### src/rtl/eye_width_sweep_pkg.sv
// eye_width_sweep_pkg
//   Shared definitions for the eye-width sweep block: FSM state encoding,
//   default sizing constants and the mainband/valtrain test-select encoding.
//   Imported by eye_width_sweep and eye_window_tracker.
package eye_width_sweep_pkg;

  // Default sizing: 16 data lanes, 4-bit PI code swept 0..15, 4 settle cycles.
  localparam int DEF_NUM_LANES  = 16;
  localparam int DEF_PI_W       = 4;
  localparam int DEF_PI_MAX     = 15;
  localparam int DEF_SETTLE_CYC = 4;

  // Encoding of i_mainband_or_valtrain_test.
  localparam logic TEST_MAINBAND = 1'b0;
  localparam logic TEST_VALTRAIN = 1'b1;

  typedef enum logic [2:0] {
    ST_IDLE   = 3'd0,
    ST_SETTLE = 3'd1,
    ST_START  = 3'd2,
    ST_WAIT   = 3'd3,
    ST_EVAL   = 3'd4,
    ST_CENTER = 3'd5,
    ST_DONE   = 3'd6
  } ews_state_e;

endpackage

### src/rtl/eye_window_tracker.sv
// eye_window_tracker
//   Tracks the longest contiguous run of passing PI codes seen during a sweep
//   and reports the centre code of that run.
// Ports:
//   clk, rst      clock, synchronous active-high reset
//   clear         zero all window registers (start of a new sweep)
//   step          one PI code has been evaluated this cycle
//   pass          result of the code being evaluated
//   code          PI code being evaluated
//   best_start    first code of the longest passing window
//   best_len      length of that window (0 = no passing code yet)
//   center        best_start + floor((best_len-1)/2); meaningful when best_len != 0
module eye_window_tracker
  import eye_width_sweep_pkg::*;
#(
  parameter int PI_W = DEF_PI_W
) (
  input  logic            clk,
  input  logic            rst,
  input  logic            clear,
  input  logic            step,
  input  logic            pass,
  input  logic [PI_W-1:0] code,
  output logic [PI_W-1:0] best_start,
  output logic [PI_W:0]   best_len,
  output logic [PI_W-1:0] center
);

  localparam int LEN_W = PI_W + 1;

  logic [PI_W-1:0]  cur_start_q, cur_start_d;
  logic [LEN_W-1:0] cur_len_q, cur_len_d;
  logic [PI_W-1:0]  best_start_q, best_start_d;
  logic [LEN_W-1:0] best_len_q, best_len_d;

  // Extend the current run on a pass, break it on a fail. The best window is
  // only replaced on a strictly longer run, so the earliest of equal-length
  // windows is kept.
  always_comb begin
    cur_start_d  = cur_start_q;
    cur_len_d    = cur_len_q;
    best_start_d = best_start_q;
    best_len_d   = best_len_q;
    if (clear) begin
      cur_start_d  = '0;
      cur_len_d    = '0;
      best_start_d = '0;
      best_len_d   = '0;
    end else if (step) begin
      if (pass) begin
        if (cur_len_q == '0) begin
          cur_start_d = code;
        end
        cur_len_d = cur_len_q + LEN_W'(1);
        if (cur_len_d > best_len_q) begin
          best_start_d = cur_start_d;
          best_len_d   = cur_len_d;
        end
      end else begin
        cur_len_d = '0;
      end
    end
  end

  // Window registers.
  always_ff @(posedge clk) begin
    if (rst) begin
      cur_start_q  <= '0;
      cur_len_q    <= '0;
      best_start_q <= '0;
      best_len_q   <= '0;
    end else begin
      cur_start_q  <= cur_start_d;
      cur_len_q    <= cur_len_d;
      best_start_q <= best_start_d;
      best_len_q   <= best_len_d;
    end
  end

  assign best_start = best_start_q;
  assign best_len   = best_len_q;
  // The window lies inside 0..PI_MAX, so the centre always fits PI_W bits.
  assign center     = best_start_q + PI_W'((best_len_q - LEN_W'(1)) >> 1);

endmodule

### src/rtl/eye_width_sweep.sv
// eye_width_sweep
//   Sweeps the PI phase code 0..PI_MAX, launches one point test per code,
//   finds the longest passing window and parks the PI at its centre, then
//   acknowledges the centre-cal controller.
// Ports:
//   clk, rst                      clock, synchronous active-high reset
//   i_en                          level enable from the centre-cal controller
//   i_mainband_or_valtrain_test   0 = all lanes must pass, 1 = lane 0 only
//   i_pt_done                     1-cycle point-test completion pulse
//   i_pt_lanes_result             per-lane pass vector, valid with i_pt_done
//   o_pt_start                    1-cycle point-test launch pulse
//   o_pi_step                     PI control word
//   o_busy                        high from sweep start until ack
//   o_test_ack                    sweep complete, held until i_en falls
//   o_center_valid                a passing window was found
//   o_tx_lanes_result             OR of all lane vectors seen in the sweep
module eye_width_sweep
  import eye_width_sweep_pkg::*;
#(
  parameter int NUM_LANES  = DEF_NUM_LANES,
  parameter int PI_W       = DEF_PI_W,
  parameter int PI_MAX     = DEF_PI_MAX,
  parameter int SETTLE_CYC = DEF_SETTLE_CYC
) (
  input  logic                 clk,
  input  logic                 rst,
  input  logic                 i_en,
  input  logic                 i_mainband_or_valtrain_test,
  input  logic                 i_pt_done,
  input  logic [NUM_LANES-1:0] i_pt_lanes_result,
  output logic                 o_pt_start,
  output logic [PI_W-1:0]      o_pi_step,
  output logic                 o_busy,
  output logic                 o_test_ack,
  output logic                 o_center_valid,
  output logic [NUM_LANES-1:0] o_tx_lanes_result
);

  localparam int CNT_W = (SETTLE_CYC > 1) ? $clog2(SETTLE_CYC) : 1;
  localparam logic [CNT_W-1:0] SETTLE_LAST = CNT_W'(SETTLE_CYC - 1);
  localparam logic [PI_W-1:0]  PI_LAST     = PI_W'(PI_MAX);

  ews_state_e           state_q, state_d;
  logic [CNT_W-1:0]     settle_cnt_q, settle_cnt_d;
  logic                 centring_q, centring_d;
  logic [PI_W-1:0]      pi_q, pi_d;
  logic                 busy_q, busy_d;
  logic                 ack_q, ack_d;
  logic                 cv_q, cv_d;
  logic                 pt_start_q, pt_start_d;
  logic [NUM_LANES-1:0] tx_q, tx_d;
  logic [NUM_LANES-1:0] pt_vec_q, pt_vec_d;

  logic                 pass;
  logic                 win_clear;
  logic                 win_step;
  logic [PI_W-1:0]      unused_best_start;
  logic [PI_W:0]        best_len;
  logic [PI_W-1:0]      center;

  // Pass criterion for the vector captured in WAIT: every lane in mainband
  // mode, only the valid lane (bit 0) in valtrain mode.
  assign pass = (i_mainband_or_valtrain_test == TEST_VALTRAIN) ? pt_vec_q[0] : &pt_vec_q;

  assign win_clear = (state_q == ST_IDLE) && i_en;
  assign win_step  = (state_q == ST_EVAL);

  eye_window_tracker #(
    .PI_W (PI_W)
  ) u_tracker (
    .clk        (clk),
    .rst        (rst),
    .clear      (win_clear),
    .step       (win_step),
    .pass       (pass),
    .code       (pi_q),
    .best_start (unused_best_start),
    .best_len   (best_len),
    .center     (center)
  );

  // Next-state and next-output logic. All outputs are registered; each
  // transition sets the values the outputs must show in the next state.
  // A dropped enable outside IDLE/DONE overrides the normal transition.
  always_comb begin
    state_d      = state_q;
    settle_cnt_d = settle_cnt_q;
    centring_d   = centring_q;
    pi_d         = pi_q;
    busy_d       = busy_q;
    ack_d        = ack_q;
    cv_d         = cv_q;
    pt_start_d   = 1'b0;
    tx_d         = tx_q;
    pt_vec_d     = pt_vec_q;

    unique case (state_q)
      ST_IDLE: begin
        if (i_en) begin
          tx_d         = '0;
          cv_d         = 1'b0;
          pi_d         = '0;
          busy_d       = 1'b1;
          ack_d        = 1'b0;
          centring_d   = 1'b0;
          settle_cnt_d = '0;
          state_d      = ST_SETTLE;
        end
      end
      ST_SETTLE: begin
        if (settle_cnt_q == SETTLE_LAST) begin
          settle_cnt_d = '0;
          if (centring_q) begin
            busy_d  = 1'b0;
            ack_d   = 1'b1;
            state_d = ST_DONE;
          end else begin
            pt_start_d = 1'b1;
            state_d    = ST_START;
          end
        end else begin
          settle_cnt_d = settle_cnt_q + CNT_W'(1);
        end
      end
      ST_START: begin
        state_d = ST_WAIT;
      end
      ST_WAIT: begin
        if (i_pt_done) begin
          pt_vec_d = i_pt_lanes_result;
          state_d  = ST_EVAL;
        end
      end
      ST_EVAL: begin
        tx_d = tx_q | pt_vec_q;
        if (pi_q == PI_LAST) begin
          state_d = ST_CENTER;
        end else begin
          pi_d    = pi_q + PI_W'(1);
          state_d = ST_SETTLE;
        end
      end
      ST_CENTER: begin
        if (best_len != '0) begin
          pi_d = center;
          cv_d = 1'b1;
        end else begin
          pi_d = '0;
          cv_d = 1'b0;
        end
        centring_d = 1'b1;
        state_d    = ST_SETTLE;
      end
      ST_DONE: begin
        if (!i_en) begin
          ack_d   = 1'b0;
          state_d = ST_IDLE;
        end
      end
      default: begin
        state_d = ST_IDLE;
      end
    endcase

    if (!i_en && (state_q != ST_IDLE) && (state_q != ST_DONE)) begin
      state_d      = ST_IDLE;
      busy_d       = 1'b0;
      ack_d        = 1'b0;
      pi_d         = '0;
      cv_d         = 1'b0;
      pt_start_d   = 1'b0;
      settle_cnt_d = '0;
      centring_d   = 1'b0;
    end
  end

  // State and output registers.
  always_ff @(posedge clk) begin
    if (rst) begin
      state_q      <= ST_IDLE;
      settle_cnt_q <= '0;
      centring_q   <= 1'b0;
      pi_q         <= '0;
      busy_q       <= 1'b0;
      ack_q        <= 1'b0;
      cv_q         <= 1'b0;
      pt_start_q   <= 1'b0;
      tx_q         <= '0;
      pt_vec_q     <= '0;
    end else begin
      state_q      <= state_d;
      settle_cnt_q <= settle_cnt_d;
      centring_q   <= centring_d;
      pi_q         <= pi_d;
      busy_q       <= busy_d;
      ack_q        <= ack_d;
      cv_q         <= cv_d;
      pt_start_q   <= pt_start_d;
      tx_q         <= tx_d;
      pt_vec_q     <= pt_vec_d;
    end
  end

  assign o_pt_start        = pt_start_q;
  assign o_pi_step         = pi_q;
  assign o_busy            = busy_q;
  assign o_test_ack        = ack_q;
  assign o_center_valid    = cv_q;
  assign o_tx_lanes_result = tx_q;

endmodule

### config.mk
export PLATFORM = sky130hd
export DESIGN_NAME = eye_width_sweep
export DESIGN_NICKNAME = d
export VERILOG_FILES = /design/src/rtl/eye_width_sweep_pkg.sv /design/src/rtl/eye_window_tracker.sv /design/src/rtl/eye_width_sweep.sv
export SDC_FILE = /design/constraint.sdc
export NUM_CORES = 1
export LEC_CHECK = 0
export BUFFER_PORTS_ARGS = -buffer_cell sky130_fd_sc_hd__buf_4
export CORE_UTILIZATION = 60
export CTS_BUF_LIST = sky130_fd_sc_hd__clkbuf_4 sky130_fd_sc_hd__clkbuf_8
export CTS_CLUSTER_SIZE = 16
export DETAILED_ROUTE_END_ITERATION = 7
export PLACE_DENSITY = 0.84
export SETUP_SLACK_MARGIN = 0.1
export SYNTH_ARGS = -nofsm -noshare
export SYNTH_HDL_FRONTEND = slang
export SYNTH_SLANG_ARGS = --single-unit
### constraint.sdc
create_clock -name clk -period 4.1 [get_ports clk]
set_clock_uncertainty 0.1 [all_clocks]
set_input_delay 0.82 -clock clk [delete_from_list [all_inputs] [get_ports clk]]
set_output_delay 0.82 -clock clk [all_outputs]
set_load 0.05 [all_outputs]
# --- After elaboration in Yosys (flattened, before gate mapping) ---
# Cells that the tools add are included.
word_totals:
  out_inout_bits: 24
  inputBits: 21
  wordCells: 97
  register_bits: 64
classes:
  order_cmp: 1
  bitwise: 3
  n_eq_ne: 15
  reduce_logical: 27
  add_sub_neg: 5
  muxes: 32
ops:
  columns: ["cell", "n"]
  rows:
  - ["case mux 16 bit (2 select lines)", 1]
  - ["case mux 3 bit (7 select lines)", 1]
  - ["2-to-1 mux 3 bit", 6]
  - ["2-to-1 mux 16 bit", 1]
  - ["2-to-1 mux 4 bit", 4]
  - ["bitwise OR 16 bit", 1]
  - ["AND reduction 16 bit", 1]
  - ["inequality test 2 bit, second input constant", 6]
  - ["case mux 4 bit (3 select lines)", 1]
  - ["2-to-1 mux 1 bit", 10]
  - ["AND reduction 2 bit", 5]
  - ["equality test 3 bit, second input constant", 3]
  - ["nonzero test 3 bit", 3]
  - ["AND reduction 4 bit", 2]
  - ["equality test 3 x 2 -> 1 bit, second input constant", 2]
  - ["case mux 1 bit (2 select lines)", 3]
  - ["AND reduction 3 bit", 2]
  - ["nonzero test 2 bit", 3]
  - ["adder 5 x 1 -> 5 bit, second input constant", 1]
  - ["greater-than comparator 5 bit", 1]
  - ["zero test 5 bit", 1]
  - ["2-to-1 mux 5 bit", 1]
  - ["AND reduction 5 bit", 1]
  - ["nonzero test 5 bit", 1]
  - ["17 further kinds", 22]

# --- Longest topological paths before layout ---
# Gate-level depths: netlist (run 1).
depth:
  word_depth: 4
  ltp_mapped: 11
  mapped_depth_nobuf: 9

# --- By module ---
# A second synthesis (run 1) with hierarchy kept.
hier_totals:
  hier_cells: 346
  hier_area_um2: 2979.1
by_module_without_submodules:
  columns: ["module", "seq_area_each_um2", "n_inst", "area_each_um2", "cells_per_inst"]
  rows:
  - ["eye_width_sweep", 920.9, 1, 1846.8, 221]
  - ["eye_window_tracker", 360.3, 1, 1132.3, 125]

# --- Least setup slack after synthesis (run 1) ---
# OpenSTA, ideal clock, no wires.
synth_path:
  path_type: "register -> register"
  start: "register u_tracker.cur_len_q[0]"
  end: "register u_tracker.best_len_q[0], in the netlist u_tracker.best_len[0]"
  stages_incl_launch_ff: 11
  setup_time_ns: 0.079
  period_less_slack_ns: 2.341
  required_ns: 3.921
  arrival_ns: 2.161
  setup_slack_ns: 1.759
  path_buffers: 2
  path_cell_list: "dfxtp_1 -> ha_1 -> nand3_1 -> xnor2_1 -> ha_1 -> a21o_1 -> o21a_1 -> buf_2 -> and2_1 -> buf_2 -> a211oi_2"
synth_between:
  elab_chain_cells: 3
synth_rtl:
  columns: ["element", "line_no", "text"]
  rows:
  - ["from (decl)", "eye_window_tracker.sv:32", "logic [LEN_W-1:0] cur_len_q, cur_len_d;"]
  - ["from (signal assigned)", "eye_window_tracker.sv:74", "cur_len_q <= cur_len_d;"]
  - ["adder 5 x 1 -> 5 bit *", "eye_window_tracker.sv:54", "cur_len_d = cur_len_q + LEN_W'(1);"]
  - ["greater-than comparator 5 bit", "eye_window_tracker.sv:55", "if (cur_len_d > best_len_q) begin"]
  - ["AND reduction 3 bit (no line)", null, null]
  - ["to (signal assigned)", "eye_window_tracker.sv:76", "best_len_q <= best_len_d;"]
  - ["to (decl)", "eye_window_tracker.sv:34", "logic [LEN_W-1:0] best_len_q, best_len_d;"]
# Mark *: on every way between the ends. The rest lies on a longest branch, timed or not.
# A chain may end at the register's enable or synchronous reset.

# --- Worst setup path in the final report (run 1) ---
layout_path:
  start: "register u_tracker.cur_len_q[0]"
  end: "register u_tracker.best_start_q[2], in the netlist u_tracker.best_start[2]"
layout_between:
  elab_chain_cells: 3
layout_rtl:
  columns: ["element", "line_no", "text"]
  rows:
  - ["adder 5 x 1 -> 5 bit", "eye_window_tracker.sv:54", null]
  - ["greater-than comparator 5 bit", "eye_window_tracker.sv:55", null]
  - ["AND reduction 3 bit (no line)", null, null]
  - ["to (signal assigned)", "eye_window_tracker.sv:75", "best_start_q <= best_start_d;"]
  - ["to (decl)", "eye_window_tracker.sv:33", "logic [PI_W-1:0] best_start_q, best_start_d;"]
# Parallel ways exist; a longest one is shown, timed or not.

==> impl_metrics.tcl, run 1 <==
set metrics [dict create \
    grt_pass1_wl_um 10800 \
    grt_pass1_vias 2377 \
    critical_path_class "reg -> reg" \
    end_kind "register" \
    antenna_found_initial 0 \
    slowest_delay_ps 450 \
    start_util_pct 62.2 \
    dieArea_mm2 0.00515 \
    nets 415 \
    drc 0 \
    hold_viol_final 0 \
    synthXorXnorAreaFrac_pct 2.10 \
    hp-class "reg -> reg" \
    rsz0062_at_grt "no" \
    fmax_mhz 373 \
    fin_cells 439 \
    dieHeight_um 71.8 \
    critPathBufInv 0 \
    start_kind "register" \
    slew_viol_final 0 \
    clock-sinks 64 \
    synthDistinctLibCells 48 \
    hpwl_um 4390 \
    core_area_mm2 0.00469 \
    p_leak_nw 1.39 \
    synth_area_per_cell_um2 8.51 \
    setup_viol_count_final 0 \
    ys.flop_type "dfxtp_1" \
    vias 2545 \
    cts_hold_buf 0 \
    grt_max_degree 35 \
    power.density_mw_per_mm2 356 \
    peakVddDrop_v 0.000263 \
    die_w_um 71.8 \
    gp_congestion 0.827 \
    synth_cells 343 \
    first_pass_iters 4 \
    rows 25 \
    worst-endpoint-arrival_ps 2840 \
    detail_route.iter0.violations 196 \
    synth-seq-cells 64 \
    postRouteAntennaNets 0 \
    antenna_cells 0 \
    yosysWarnings 0 \
    crit_path_frequent_cell "ha_1" \
    clkTransAtPathRegs_ps 70 \
    cts_root_buf "clkbuf_8" \
    synth_top_family_by_area "simple AND/OR/NAND/NOR gates" \
    cts_tree "built" \
    grt_usage_pct 26.9 \
    fillers 362 \
    clk_latency_ps 340 \
    critPathSlowestCell "dfxtp_1" \
    cts_inserted_buffers 9 \
    drive_gt1_share_pct 18.7 \
    crit_chain "ha_1 -> nand3_1 -> xnor2_1 -> ha_1 -> a21o_1 -> o21a_1 -> and2_1 -> a211oi_1" \
    crit_family "compound AO/OA/AOI/OAI gates" \
    clockBufferDepth 2 \
    synthAdderAreaFrac_pct 6.26 \
    layout_setup_ws_ps 1420 \
    cts_setup_buffers 0 \
    htree_levels 3 \
    cts.repair.resized 0 \
    design_area_mm2 0.00342 \
    worstPathRequired_ps 4250 \
    status "finished, final reports clean" \
    io_buffer_count 44 \
    relSlewSlack_pct 27.9 \
    synthSimpleGateAreaFrac_pct 20.5 \
    synth-compound-area-share_pct 20.1 \
    async_reset_ff_share_pct 0 \
    worstPathMaxFanout 10 \
    setup_tns_ps 0 \
    synth_mux_area_share_pct 1.71 \
    fin_crit_ps 2680 \
    ys_seq_area_share_pct 43.9 \
    place_ws_ps 1490 \
    finalCritPeriodShare_pct 65.5 \
    cap_violations 0 \
    vias_per_cell 5.80 \
    pin_count 45 \
    worst_pin_slew_ps 1080 \
    wl_per_cell_um 14.4 \
    grt_overflow 0 \
    drt-total-wl_um 6340 \
    syn_to_final_growth_pct 17.3 \
    synth.net_count 378 \
    synth-edff-count 0 \
    place_inst 423 \
    place_area_mm2 0.00323 \
    synth_area_mm2 0.00292 \
]
-- power by group --
part | switching (W) | internal [W]
clock | 0.000243 | 0.000294
combinational | 0.0000306 | 0.0000232
sequential | 0.00000447 | 0.000624
total | 0.000278 | 0.000941
-- logic make-up (layout without fill, tap and decap cells) --
logic type / count (synthesis) / count (layout)
AO/OA/AOI/OAI: 96 / 96
XOR/XNOR: 7 / 7
adder cells (fa/ha/maj): 14 / 14
buffers and inverters: 33 / 75
flip-flops: 64 / 64
multiplexers: 5 / 5
AND/OR/NAND/NOR: 124 / 124
-- worst min-delay path, stage by stage (launching register included) --
cell,delay [ps]
dfxtp_1,330
a21oi_1,40
nor2_1,70
-- area by class of cell --
type	count	area [um2]	share of cell area, %
clock buffers	10	138	4.02
clock inverters	6	58.8	1.72
inverters	13	48.8	1.42
multi-input cells	246	1490	43.4
flip-flops and latches	64	1280	37.4
well taps	54	67.6	1.97
repair buffers	46	345	10.1
-- flip-flops by register name (all words and copies together), names as in the netlist --
signal / count
state_q: 3
o_center_valid: 1
u_tracker.best_start: 4
u_tracker.cur_start_q: 4
pt_vec_q: 16
u_tracker.cur_len_q: 5
centring_q: 1
o_pi_step: 4
settle_cnt_q: 2
u_tracker.best_len: 5
o_tx_lanes_result: 16
o_test_ack: 1
o_busy: 1
o_pt_start: 1
-- worst paths after layout --
| path | startpoint | to | slack, ps | depth (start not counted) |
|---|---|---|---|---|
| worst max register to register | u_tracker.cur_len_q[0]$_SDFFE_PP0P_ | u_tracker.best_start[2]$_SDFFE_PP0P_ | 1420 | 8 |
| worst min-delay path | o_tx_lanes_result[13]$_SDFFE_PP0P_ | o_tx_lanes_result[13]$_SDFFE_PP0P_ | 370 | 2 |
| worst max-delay path | u_tracker.cur_len_q[0]$_SDFFE_PP0P_ | u_tracker.best_start[2]$_SDFFE_PP0P_ | 1420 | 8 |
| worst min register to register | o_tx_lanes_result[13]$_SDFFE_PP0P_ | o_tx_lanes_result[13]$_SDFFE_PP0P_ | 370 | 2 |
-- synth_stat cells (2+ instances only) --
library cell,n,share of area [%]
a211oi_1,6,1.5
a211oi_2,2,0.86
a21bo_2,2,0.69
a21o_1,2,0.51
a21oi_1,52,8.9
a22oi_1,7,1.8
a32oi_1,2,0.60
and3_1,3,0.64
buf_2,11,1.9
buf_6,2,0.77
clkbuf_1,5,0.64
dfxtp_1,64,44
ha_1,13,5.6
inv_1,13,1.7
mux2i_1,5,1.7
nand2_1,44,5.7
nand3_1,11,1.9
nand4_1,9,1.9
nand4b_1,2,0.60
nor2_1,35,4.5
nor2b_1,6,1.3
nor3_1,3,0.51
o21ai_0,10,1.7
o21bai_1,2,0.51
o31ai_1,4,1.0
xnor2_1,3,0.90
xor2_1,4,1.2
-- per-layer routing --
metal	track usage [%]	part of all wire (%)	up-vias	wire length, um
met2	42.7	48	71	3020
li1	-	-	1277	-
met5	0	0	-	0
met3	5.34	4.4	16	280
met1	35.5	46	1181	2900
met4	12.9	2.1	0	133
-- through the flow --
| stage | util [%] | total power (W) | hold slack, ps |
|---|---|---|---|
| global route | 73.0 | 0.00126 | 402 |
| detailed placement | 68.8 | 0.000696 | 358 |
| global placement | 68.8 | 0.000695 | 353 |
| CTS | 73.0 | 0.00122 | 375 |
| floorplan | - | 0.000674 | 338 |
| finish | 73.0 | 0.00122 | 370 |
-- cells in the final DEF, fill, tap and decap left out, types with 2 or more instances in the layout --
cell and count:
dfxtp_1 64, a21oi_1 52, buf_4 46, nand2_1 44, nor2_1 35, inv_1 13
ha_1 13, nand3_1 11, o21ai_0 10, clkbuf_8 10, nand4_1 9, a22oi_1 7
nor2b_1 6, a211oi_1 6, mux2i_1 5, xor2_1 4, o31ai_1 4, clkinv_2 4
xnor2_1 3, nor3_1 3, and3_1 3, a21o_1 2, a211oi_2 2, a21bo_2 2
o21bai_1 2, nand4b_1 2, a32oi_1 2
No activity file was read; power rests on OpenSTA's default activity.
==> inputs of run 2 (changes only) <==
--- a/config.mk
+++ b/config.mk
@@ -6,11 +6,11 @@
 export NUM_CORES = 1
 export LEC_CHECK = 0
 export BUFFER_PORTS_ARGS = -buffer_cell sky130_fd_sc_hd__buf_4
-export CORE_UTILIZATION = 60
+export CORE_UTILIZATION = 53
 export CTS_BUF_LIST = sky130_fd_sc_hd__clkbuf_4 sky130_fd_sc_hd__clkbuf_8
 export CTS_CLUSTER_SIZE = 16
 export DETAILED_ROUTE_END_ITERATION = 7
-export PLACE_DENSITY = 0.84
+export PLACE_DENSITY = 0.78
 export SETUP_SLACK_MARGIN = 0.1
 export SYNTH_ARGS = -nofsm -noshare
 export SYNTH_HDL_FRONTEND = slang
==> constraint.sdc (replaced) <==
create_clock -name clk -period 2.3 [get_ports clk]
set_clock_uncertainty 0.1 [all_clocks]
set_input_delay 0.46 -clock clk [delete_from_list [all_inputs] [get_ports clk]]
set_output_delay 0.46 -clock clk [all_outputs]
set_load 0.05 [all_outputs]
==> run 2 against run 1 <==
Net effect: setup slack worse by 1300 ps; critical path depth stayed put; sequential power is 78% higher; utilization is 0.17 points lower; cell count is 7.3% higher; combinational power is 93% higher; global-route usage is 1.8 points lower; total power is 88% higher; via count is 4.8% higher; critical path type unchanged; critical endpoint is now u_tracker.best_len[3]$_SDFFE_PP0P_.
==> impl_metrics.tcl, run 2 (synthesized netlist as in run 1, its figures left out) <==
set metrics [dict create \
    drc 0 \
    antenna_cells 0 \
    grt_overflow 0 \
    worstPathRequired_ps 2450 \
    vias 2668 \
    rows 26 \
    top_layer_used "met4" \
    p_int_w 0.00176 \
    wl_per_cell_um 15.1 \
    fmax_mhz 455 \
    die_w_um 76.2 \
    power.density_mw_per_mm2 605 \
    status "finished, final reports clean" \
    nets 431 \
    r2r_slack_ps 100 \
    seqPwrFrac_pct 48.7 \
    wl_met3_um 406 \
    rsz0062_at_grt "no" \
    vias_per_cell 5.66 \
    start_kind "register" \
    worst_pin_slew_ps 609 \
    hold_viol_final 0 \
    syn_to_final_growth_pct 29.8 \
    wl_met2_um 3570 \
    dieHeight_um 76.2 \
    critical_path_class "reg -> reg" \
    drt-total-wl_um 7100 \
    grt_pass1_vias 2538 \
    layout_commonest_cell "buf_4" \
    layout_setup_ws_ps 100 \
    p_leak_nw 1.50 \
    worstPathMaxFanout 5 \
    layout_common_cells "buf_4 (60), dfxtp_1 (59), a21oi_1 (46), nand2_1 (44), nor2_1 (35)" \
    grt_max_degree 20 \
    clkPwrFrac_pct 46.8 \
    p_sw_w 0.000531 \
    htree_levels 3 \
    place_ws_ps 21.0 \
    end_kind "register" \
    clkTransAtPathRegs_ps 80 \
    postRouteAntennaNets 0 \
    gp_congestion 0.787 \
    core_area_mm2 0.00520 \
    pin_count 45 \
    cts_root_buf "clkbuf_8" \
    dieArea_mm2 0.00581 \
    worst-endpoint-arrival_ps 2350 \
    swShare_pct 23.1 \
    grt_pass1_wl_um 11600 \
    cap_violations 0 \
    drive_gt1_share_pct 28.9 \
    fin_crit_ps 2200 \
    cts_hold_buf 0 \
    relSlewSlack_pct 59.2 \
    cts_inserted_buffers 9 \
    peakVddDrop_v 0.000506 \
    detail_route.iter0.violations 155 \
    combPwrFrac_pct 4.5 \
    io_buffer_count 44 \
    clockBufferDepth 2 \
    clock-sinks 64 \
    hpwl_um 4660 \
    antenna_found_initial 0 \
    hp-class "in -> reg" \
    cts_tree "built" \
    grt_usage_pct 25.1 \
    slew_viol_final 0 \
    setup_tns_ps 0 \
    clk_latency_ps 350 \
    start_util_pct 56.1 \
    setup_viol_count_final 0 \
    wl_met1_um 2990 \
    finalCritPeriodShare_pct 95.6 \
    first_pass_iters 4 \
]
[run 2: area by class of cell]
type / instances / area, um2
flip-flops and latches: 64 / 1300
clock inverters: 7 / 96.3
repair buffers: 61 / 462
inverters: 13 / 48.8
well taps: 70 / 87.6
multi-input cells: 247 / 1670
fillers: 394 / 1420
clock buffers: 9 / 124
[run 2: timing repair]
| item | CTS | global route |
|---|---|---|
| cloned | 0 | 1 |
| setup endpoints to repair | 10 | 12 |
| pin swaps | 2 | 10 |
| gates resized for setup | 3 | 30 |
| setup buffers | 1 | 3 |
[run 2: power groups by stage]
stage / combinational [W] / sequential [W] / clock, W
floorplan: 0.0000548 / 0.00115 / 0
CTS: 0.000103 / 0.00112 / 0.00108
global route: 0.000113 / 0.00112 / 0.00113
global placement: 0.0000993 / 0.00114 / 0
finish: 0.000104 / 0.00112 / 0.00107
detailed placement: 0.000101 / 0.00114 / 0
[run 2: final timing paths]
| path | startpoint | cells after the start | endpoint |
|---|---|---|---|
| max | u_tracker.cur_len_q[0]$_SDFFE_PP0P_ | 8 | u_tracker.best_len[3]$_SDFFE_PP0P_ |
| min reg2reg | o_tx_lanes_result[11]$_SDFFE_PP0P_ | 2 | o_tx_lanes_result[11]$_SDFFE_PP0P_ |
| min | i_pt_lanes_result[11] | 3 | pt_vec_q[11]$_SDFFE_PP0P_ |
| max reg2reg | u_tracker.cur_len_q[0]$_SDFFE_PP0P_ | 8 | u_tracker.best_len[3]$_SDFFE_PP0P_ |
[run 2: worst max-delay path, cell delays in order, from the launching register on]
cell	delay [ps]
dfxtp_4	390
ha_4	180
nand3_4	100
xnor2_4	220
ha_4	230
a21o_1	180
o21a_1	240
and2_4	200
o31ai_1	260
[run 2: routing by layer]
metal,track usage (%),vias to the layer above
li1,-,1309
met1,29.8,1264
met2,42.2,81
met3,7.19,14
met4,11.0,0
met5,0,-
[run 2: per-stage QoR]
| stage | cell area, um2 | util (%) | total power, W | cells | hold WS, ps |
|---|---|---|---|---|---|
| global placement | 3360 | 64.6 | 0.00124 | 450 | 355 |
| CTS | 3600 | 69.2 | 0.00230 | 467 | 245 |
| floorplan | 2960 | - | 0.00120 | 343 | 338 |
| finish | 3790 | 72.8 | 0.00229 | 471 | 252 |
| global route | 3790 | 72.8 | 0.00236 | 471 | 235 |
| detailed placement | 3360 | 64.6 | 0.00125 | 450 | 360 |
